File: config.mk
export PLATFORM = sky130hd
export DESIGN_NAME = ucsbece154_mem_arbiter
export DESIGN_NICKNAME = d
export VERILOG_FILES = /design/src/rtl/ucsbece154_mem_arbiter.sv
export SDC_FILE = /design/constraint.sdc
export NUM_CORES = 1
export LEC_CHECK = 0
export ABC_AREA = 1
export CAP_MARGIN = 20
export CORE_MARGIN = 1
export CORE_UTILIZATION = 33
export CTS_BUF_LIST = sky130_fd_sc_hd__clkbuf_4
export CTS_CLUSTER_SIZE = 40
export DETAILED_ROUTE_END_ITERATION = 6
export PLACE_DENSITY = 0.88
export SETUP_SLACK_MARGIN = 0.5
export SLEW_MARGIN = 5
export SYNTH_ARGS = -nofsm -noshare
export SYNTH_HDL_FRONTEND = slang
export SYNTH_SLANG_ARGS = --single-unit
export TNS_END_PERCENT = 20
File: constraint.sdc
create_clock -name Clk -period 1.8 [get_ports Clk]
set_clock_uncertainty 0.15 [all_clocks]
set_input_delay 0.18 -clock Clk [delete_from_list [all_inputs] [get_ports Clk]]
set_output_delay 0.18 -clock Clk [all_outputs]
set_load 0.03 [all_outputs]
File: src/rtl/ucsbece154_mem_arbiter.sv
// Round-robin arbiter sharing the SDRAM read port between I-cache and D-cache refills.
// One requester owns the port for a full block burst, then a one-cycle gap precedes re-arbitration.
module ucsbece154_mem_arbiter #(
  parameter int BLOCK_WORDS = 4,
  parameter int WORD_SIZE   = 32
) (
  input  logic                 Clk,
  input  logic                 Reset,
  input  logic                 IReq,
  input  logic [31:0]          IAddr,
  output logic                 IGrant,
  output logic [WORD_SIZE-1:0] IDataIn,
  output logic                 IDataReady,
  input  logic                 DReq,
  input  logic [31:0]          DAddr,
  output logic                 DGrant,
  output logic [WORD_SIZE-1:0] DDataIn,
  output logic                 DDataReady,
  output logic [31:0]          MemReadAddress,
  output logic                 MemReadRequest,
  input  logic [WORD_SIZE-1:0] MemDataIn,
  input  logic                 MemDataReady
);

  localparam int CNT_W = $clog2(BLOCK_WORDS);
  localparam int OFF   = 2 + CNT_W;
  localparam logic [31:0] ALIGN_MASK = ~((32'd1 << OFF) - 32'd1);
  localparam logic [CNT_W-1:0] LAST_BEAT = CNT_W'(BLOCK_WORDS - 1);

  typedef enum logic [1:0] {IDLE, BURST, GAP} state_t;

  state_t           state_q, state_d;
  logic             igrant_q, igrant_d;
  logic             dgrant_q, dgrant_d;
  logic             last_d_q, last_d_d;   // 1: D owned the most recent burst
  logic             req_q, req_d;
  logic [31:0]      addr_q, addr_d;
  logic [CNT_W-1:0] cnt_q, cnt_d;
  logic             pick_i, pick_d;

  // On a tie, the side that did not own the previous burst wins.
  assign pick_i = IReq && (!DReq || last_d_q);
  assign pick_d = DReq && (!IReq || !last_d_q);

  always_comb begin
    state_d  = state_q;
    igrant_d = igrant_q;
    dgrant_d = dgrant_q;
    last_d_d = last_d_q;
    req_d    = req_q;
    addr_d   = addr_q;
    cnt_d    = cnt_q;
    case (state_q)
      IDLE: begin
        if (pick_i) begin
          igrant_d = 1'b1;
          last_d_d = 1'b0;
          req_d    = 1'b1;
          cnt_d    = '0;
          addr_d   = IAddr & ALIGN_MASK;
          state_d  = BURST;
        end else if (pick_d) begin
          dgrant_d = 1'b1;
          last_d_d = 1'b1;
          req_d    = 1'b1;
          cnt_d    = '0;
          addr_d   = DAddr & ALIGN_MASK;
          state_d  = BURST;
        end
      end
      BURST: begin
        if (MemDataReady) begin
          cnt_d = cnt_q + CNT_W'(1);
          if (cnt_q == LAST_BEAT) begin
            req_d    = 1'b0;
            igrant_d = 1'b0;
            dgrant_d = 1'b0;
            state_d  = GAP;
          end
        end
      end
      GAP:     state_d = IDLE;
      default: state_d = IDLE;
    endcase
  end

  always_ff @(posedge Clk) begin
    if (Reset) begin
      state_q  <= IDLE;
      igrant_q <= 1'b0;
      dgrant_q <= 1'b0;
      last_d_q <= 1'b1;
      req_q    <= 1'b0;
      addr_q   <= '0;
      cnt_q    <= '0;
    end else begin
      state_q  <= state_d;
      igrant_q <= igrant_d;
      dgrant_q <= dgrant_d;
      last_d_q <= last_d_d;
      req_q    <= req_d;
      addr_q   <= addr_d;
      cnt_q    <= cnt_d;
    end
  end

  // Grants are high exactly while a burst is in flight, so they gate forwarding directly.
  assign IGrant         = igrant_q;
  assign DGrant         = dgrant_q;
  assign IDataIn        = igrant_q ? MemDataIn : '0;
  assign DDataIn        = dgrant_q ? MemDataIn : '0;
  assign IDataReady     = igrant_q & MemDataReady;
  assign DDataReady     = dgrant_q & MemDataReady;
  assign MemReadRequest = req_q;
  assign MemReadAddress = addr_q;

endmodule

## Yosys cells after proc, flatten, opt, wreduce, memory -nomap -nowiden

Cells that the tools add are included.

- $add $sub $neg: 1
- Equality and inequality tests: 8
- Mux-type cells: 23
- Bitwise gates (word level): 2
- Reductions and logical operators: 16

Operators by type and width:

| cell | number |
|---|---|
| two-way mux 32 bit | 4 |
| two-way mux 2 bit | 7 |
| inequality test 2 bit, second input constant | 5 |
| one-hot mux 2 bit (2 select lines) | 2 |
| AND reduction 4 bit | 2 |
| two-way mux 1 bit | 7 |
| one-hot mux 1 bit (2 select lines) | 3 |
| AND reduction 3 bit | 2 |
| AND reduction 5 bit | 1 |
| nonzero test 2 bit | 2 |
| logical NOT 1 bit | 3 |
| inequality test 3 bit, second input constant | 1 |
| adder 2 x 1 -> 2 bit, second input constant | 1 |
| AND 1 bit | 2 |
| == test 2 x 1 -> 1 bit, second input constant | 1 |
| == test 2 bit, second input constant | 1 |
| logical AND 1 bit | 2 |
| logical NOT 2 bit | 1 |
| logical OR 1 bit | 2 |
| AND reduction 2 bit | 1 |

- Register bits after elaboration: 40
- Input port bits: 101

## Longest topological paths before layout

Gate-level depths: netlist of the first run.

- Depth in word-level cells: 6
- Mapped depth: 9
- Gate-level depth less buffers: 7

## Worst setup path before layout of the first run

No wires, ideal clock.

- Path kind: reg2out
- From: reg dgrant_q, in the netlist DGrant
- To: out DDataIn[10]
- Data arrival time: 1,276 ps
- Required time: 1,470 ps
- Slack: 194 ps
- Stages on the path, launching flop included: 5
- Path buffers: 2
- Cells stage by stage: dfxtp_1 clkbuf_1 clkbuf_1 nand2_1 inv_1

- Longest elaborated chain between the ends: 1

Ends and longest elaborated chain:

| element | line | text |
|---|---|---|
| start, declared | 34 | `logic dgrant_q, dgrant_d;` |
| start signal, assigned | 99 | `dgrant_q <= dgrant_d;` |
| two-way mux 32 bit | 111 | `assign DDataIn = dgrant_q ? MemDataIn : '0;` |
| end, declared | 17 | `output logic [WORD_SIZE-1:0] DDataIn,` |

Every way passes these cells.

## Worst setup path after layout of the first run

- From: reg dgrant_q, in the netlist DGrant
- To: out DDataIn[11]

Same word-level chain as after synthesis.

==> results.yml, run 1 <==
outcome:
  status: "complete, no violations"
global_routing:
  grt.total_usage: 0.2028
  grt_pass1_wl_um: 12100
  grt_antenna_before_repair: 1
  grt_pass1_vias: 2745
  grt_max_degree: 58
  grt_overflow_total: 0
pwr:
  power_frac_seq: 0.339
  p_clk_frac: 0.149
  powerDensity_nw_per_um2: 645.6
  peakVddDrop_mv: 0.3544
  switching_share: 0.4148
  p_sw_w: 0.001140
  total_power_w: 0.002748
  combPwrFrac: 0.512
  p_int_w: 0.001608
  p_leak_nw: 2.598
synthesis:
  synth-compound-area-share: 0.08403
  synthMuxAreaShare: 0
  synthAdderAreaFrac: 0.005252
  synth.avg_cell_area_um2: 5.402
  synth_seq_area_share: 0.3025
  yosys.cell_types.count: 18
  synth-simple-area-share: 0.3724
  synth.ff_latch_count: 36
  yosys_warnings: 0
  syn-cell-area_um2: 2382
  syn_inst: 441
  synthXorXnorAreaFrac: 0
  synth_top_family_by_area: "simple AND/OR/NAND/NOR gates"
route:
  drc_errors: 0
  avgViaCountPerCell: 4.347
  drtPass1Iterations: 4
  vias: 3134
  drt-initial-drc-count: 108
  wl_per_cell_um: 11.70
  routed_wl_um: 8433
  ant_nets: 0
die:
  ios: 202
  dieWidth_um: 86.97
  core_area_um2: 6869
  dieHeight_um: 86.97
  start_util: 0.3468
  row_count: 30
  fp.dieArea_um2: 7563
clocking:
  cts_sinks: 36
  cts_buffers: 5
  cts_htree_levels: 2
  clockRootBuffer: "clkbuf_4"
  clockBufferDepth: 2
  worstSkewPairLatency_ns: 0.32
  post_cts_buffers: 0
  postCtsHoldBufs: 0
  cts_tree: "built"
  clkTransAtPathRegs_ns: 0.10
finish:
  regArea_um2: 728.2
  syn_to_final_growth_pct: 78.68
  multi_input_area_um2: 1135
  nets: 725
  final_common_cell: "nand2_1"
  layout_common_cells: "132 x nand2_1, 92 x clkdlybuf4s50_1, 89 x nor2_1"
  drive_gt1_frac: 0.2115
  fill_cells: 603
timing:
  rsz0062_at_grt: "yes"
  period_share: 0.8590
  setup_violations: 0
  min_period_ns: 1.546
  hold_viol_final: 0
  drv_slew: 0
  tns_ns: 0
  fmax_mhz: 646.8
min_path:
  holdPathStages: 1
  hold_class: "register to register"
  min_to: "cnt_q[0]"
  hp-start: "cnt_q[0]"
setup_path:
  startpoint: "DGrant"
  end_kind: "primary output"
  reg2reg_depth: 7
  critPathLaunchType: "register"
  critPathKind: "register to primary output"
  r2r-start: "state_q[1]"
  critPathRequiredTime_ns: 1.47
  timing.rr.end: "MemReadAddress[28]"
  cp_max_fo: 8
  critPathArrivalTime_ns: 1.22
  reg2reg_slack_ns: 0.42
run:
  drv_cap: 0
placed_design:
  dp_hpwl_um: 6205
  routabilityCongestion: 0.7656
  io_buffers: 189
[cells by family after synthesis]
kind of cell | Yosys count
adders and majority gates | 1
buffers and inverters | 131
other | 1
AOI/OAI and AO/OA | 40
and+or+nand+nor | 232
DFF | 36
[Yosys cell counts]
library cell	count	area share
inv_2	1	0.0016
a21oi_1	7	0.015
buf_4	6	0.019
nor2_1	89	0.14
o21ai_0	4	0.0084
inv_1	103	0.16
buf_2	5	0.011
ha_1	1	0.0053
nor2_4	1	0.0047
dfxtp_1	36	0.30
clkbuf_1	10	0.016
nand3_1	5	0.011
o21ai_1	29	0.061
buf_6	5	0.024
nor2_2	1	0.0026
conb_1	1	0.0016
nand2_1	136	0.21
buf_1	1	0.0016
[final cells by class]
cell class / count / share of cell area
Timing Repair Buffer: 199 / 0.4297
Sequential cell: 36 / 0.1711
Multi-Input combinational cell: 277 / 0.2666
Clock buffer: 5 / 0.008818
Antenna cell: 1 / 0.0005879
Clock inverter: 3 / 0.003233
Tap cell: 96 / 0.02822
Inverter: 104 / 0.09171
[critical path, cell delays in order (launching register included)]
cell       delay, ns
dfxtp_4         0.43
clkbuf_16       0.17
nand2_1         0.07
inv_2           0.06
buf_4           0.16
[power groups by stage]
stage | Sequential, W | Clock [W] | Combinational, W
2_1_floorplan | 0.00109 | 0 | 0.000661
3_3_place_gp | 0.000938 | 0 | 0.00136
3_5_place_dp | 0.000941 | 0 | 0.00139
4_1_cts | 0.000930 | 0.000435 | 0.00137
5_1_grt | 0.000943 | 0.000469 | 0.00151
6_report | 0.000932 | 0.000409 | 0.00141
[registers in the layout, indices dropped and copies added (netlist names)]
name	count
cnt_q	2
DGrant	1
MemReadAddress	28
last_d_q	1
state_q	2
MemReadRequest	1
IGrant	1
[worst max path at each step]
stage	end	slack, ns
final	DDataIn[11]	0.25
after global routing	DDataIn[1]	0.19
after CTS	IDataIn[16]	0.29
after detailed placement	MemReadAddress[18]	0.12
after global placement	MemReadAddress[18]	0.14
after floorplan	IDataIn[10]	0.38
[repair_timing]
item                                    in CTS  in global routing
endpoints found under the setup margin     126                107
gates resized for setup                    137                 20
gates cloned                                 2                  1
[layer usage]
metal  vias to the layer above  track usage  share of wire
li1                       1612            -              -
met1                      1358       0.1878           0.34
met2                       142       0.4052           0.53
met3                        22      0.06256          0.096
met4                         0      0.08182          0.039
met5                         -            0              0
[through the flow]
stage | setup WS (ns) | instance area, um^2 | instances | hold slack [ns] | util
finish | 0.2538 | 4257 | 721 | 0.3200 | 0.6197
global route | 0.1899 | 4257 | 721 | 0.3425 | 0.6197
CTS | 0.2891 | 4168 | 719 | 0.3223 | 0.6067
global placement | 0.1405 | 4160 | 709 | 0.2887 | 0.6056
floorplan | 0.3775 | 2412 | 444 | 0.09907 | -
detailed placement | 0.1185 | 4160 | 709 | 0.3094 | 0.6056
Note: power is estimated with default switching activity, not from simulation.
==> run 2: changes to the inputs <==
--- a/config.mk
+++ b/config.mk
@@ -6,7 +6,7 @@
 export NUM_CORES = 1
 export LEC_CHECK = 0
 export ABC_AREA = 1
-export CAP_MARGIN = 20
+export CAP_MARGIN = 10
 export CORE_MARGIN = 1
 export CORE_UTILIZATION = 33
 export CTS_BUF_LIST = sky130_fd_sc_hd__clkbuf_4
==> results of run 2 <==
Same layout as run 1: the final DEF is identical, and so are final timing and power.
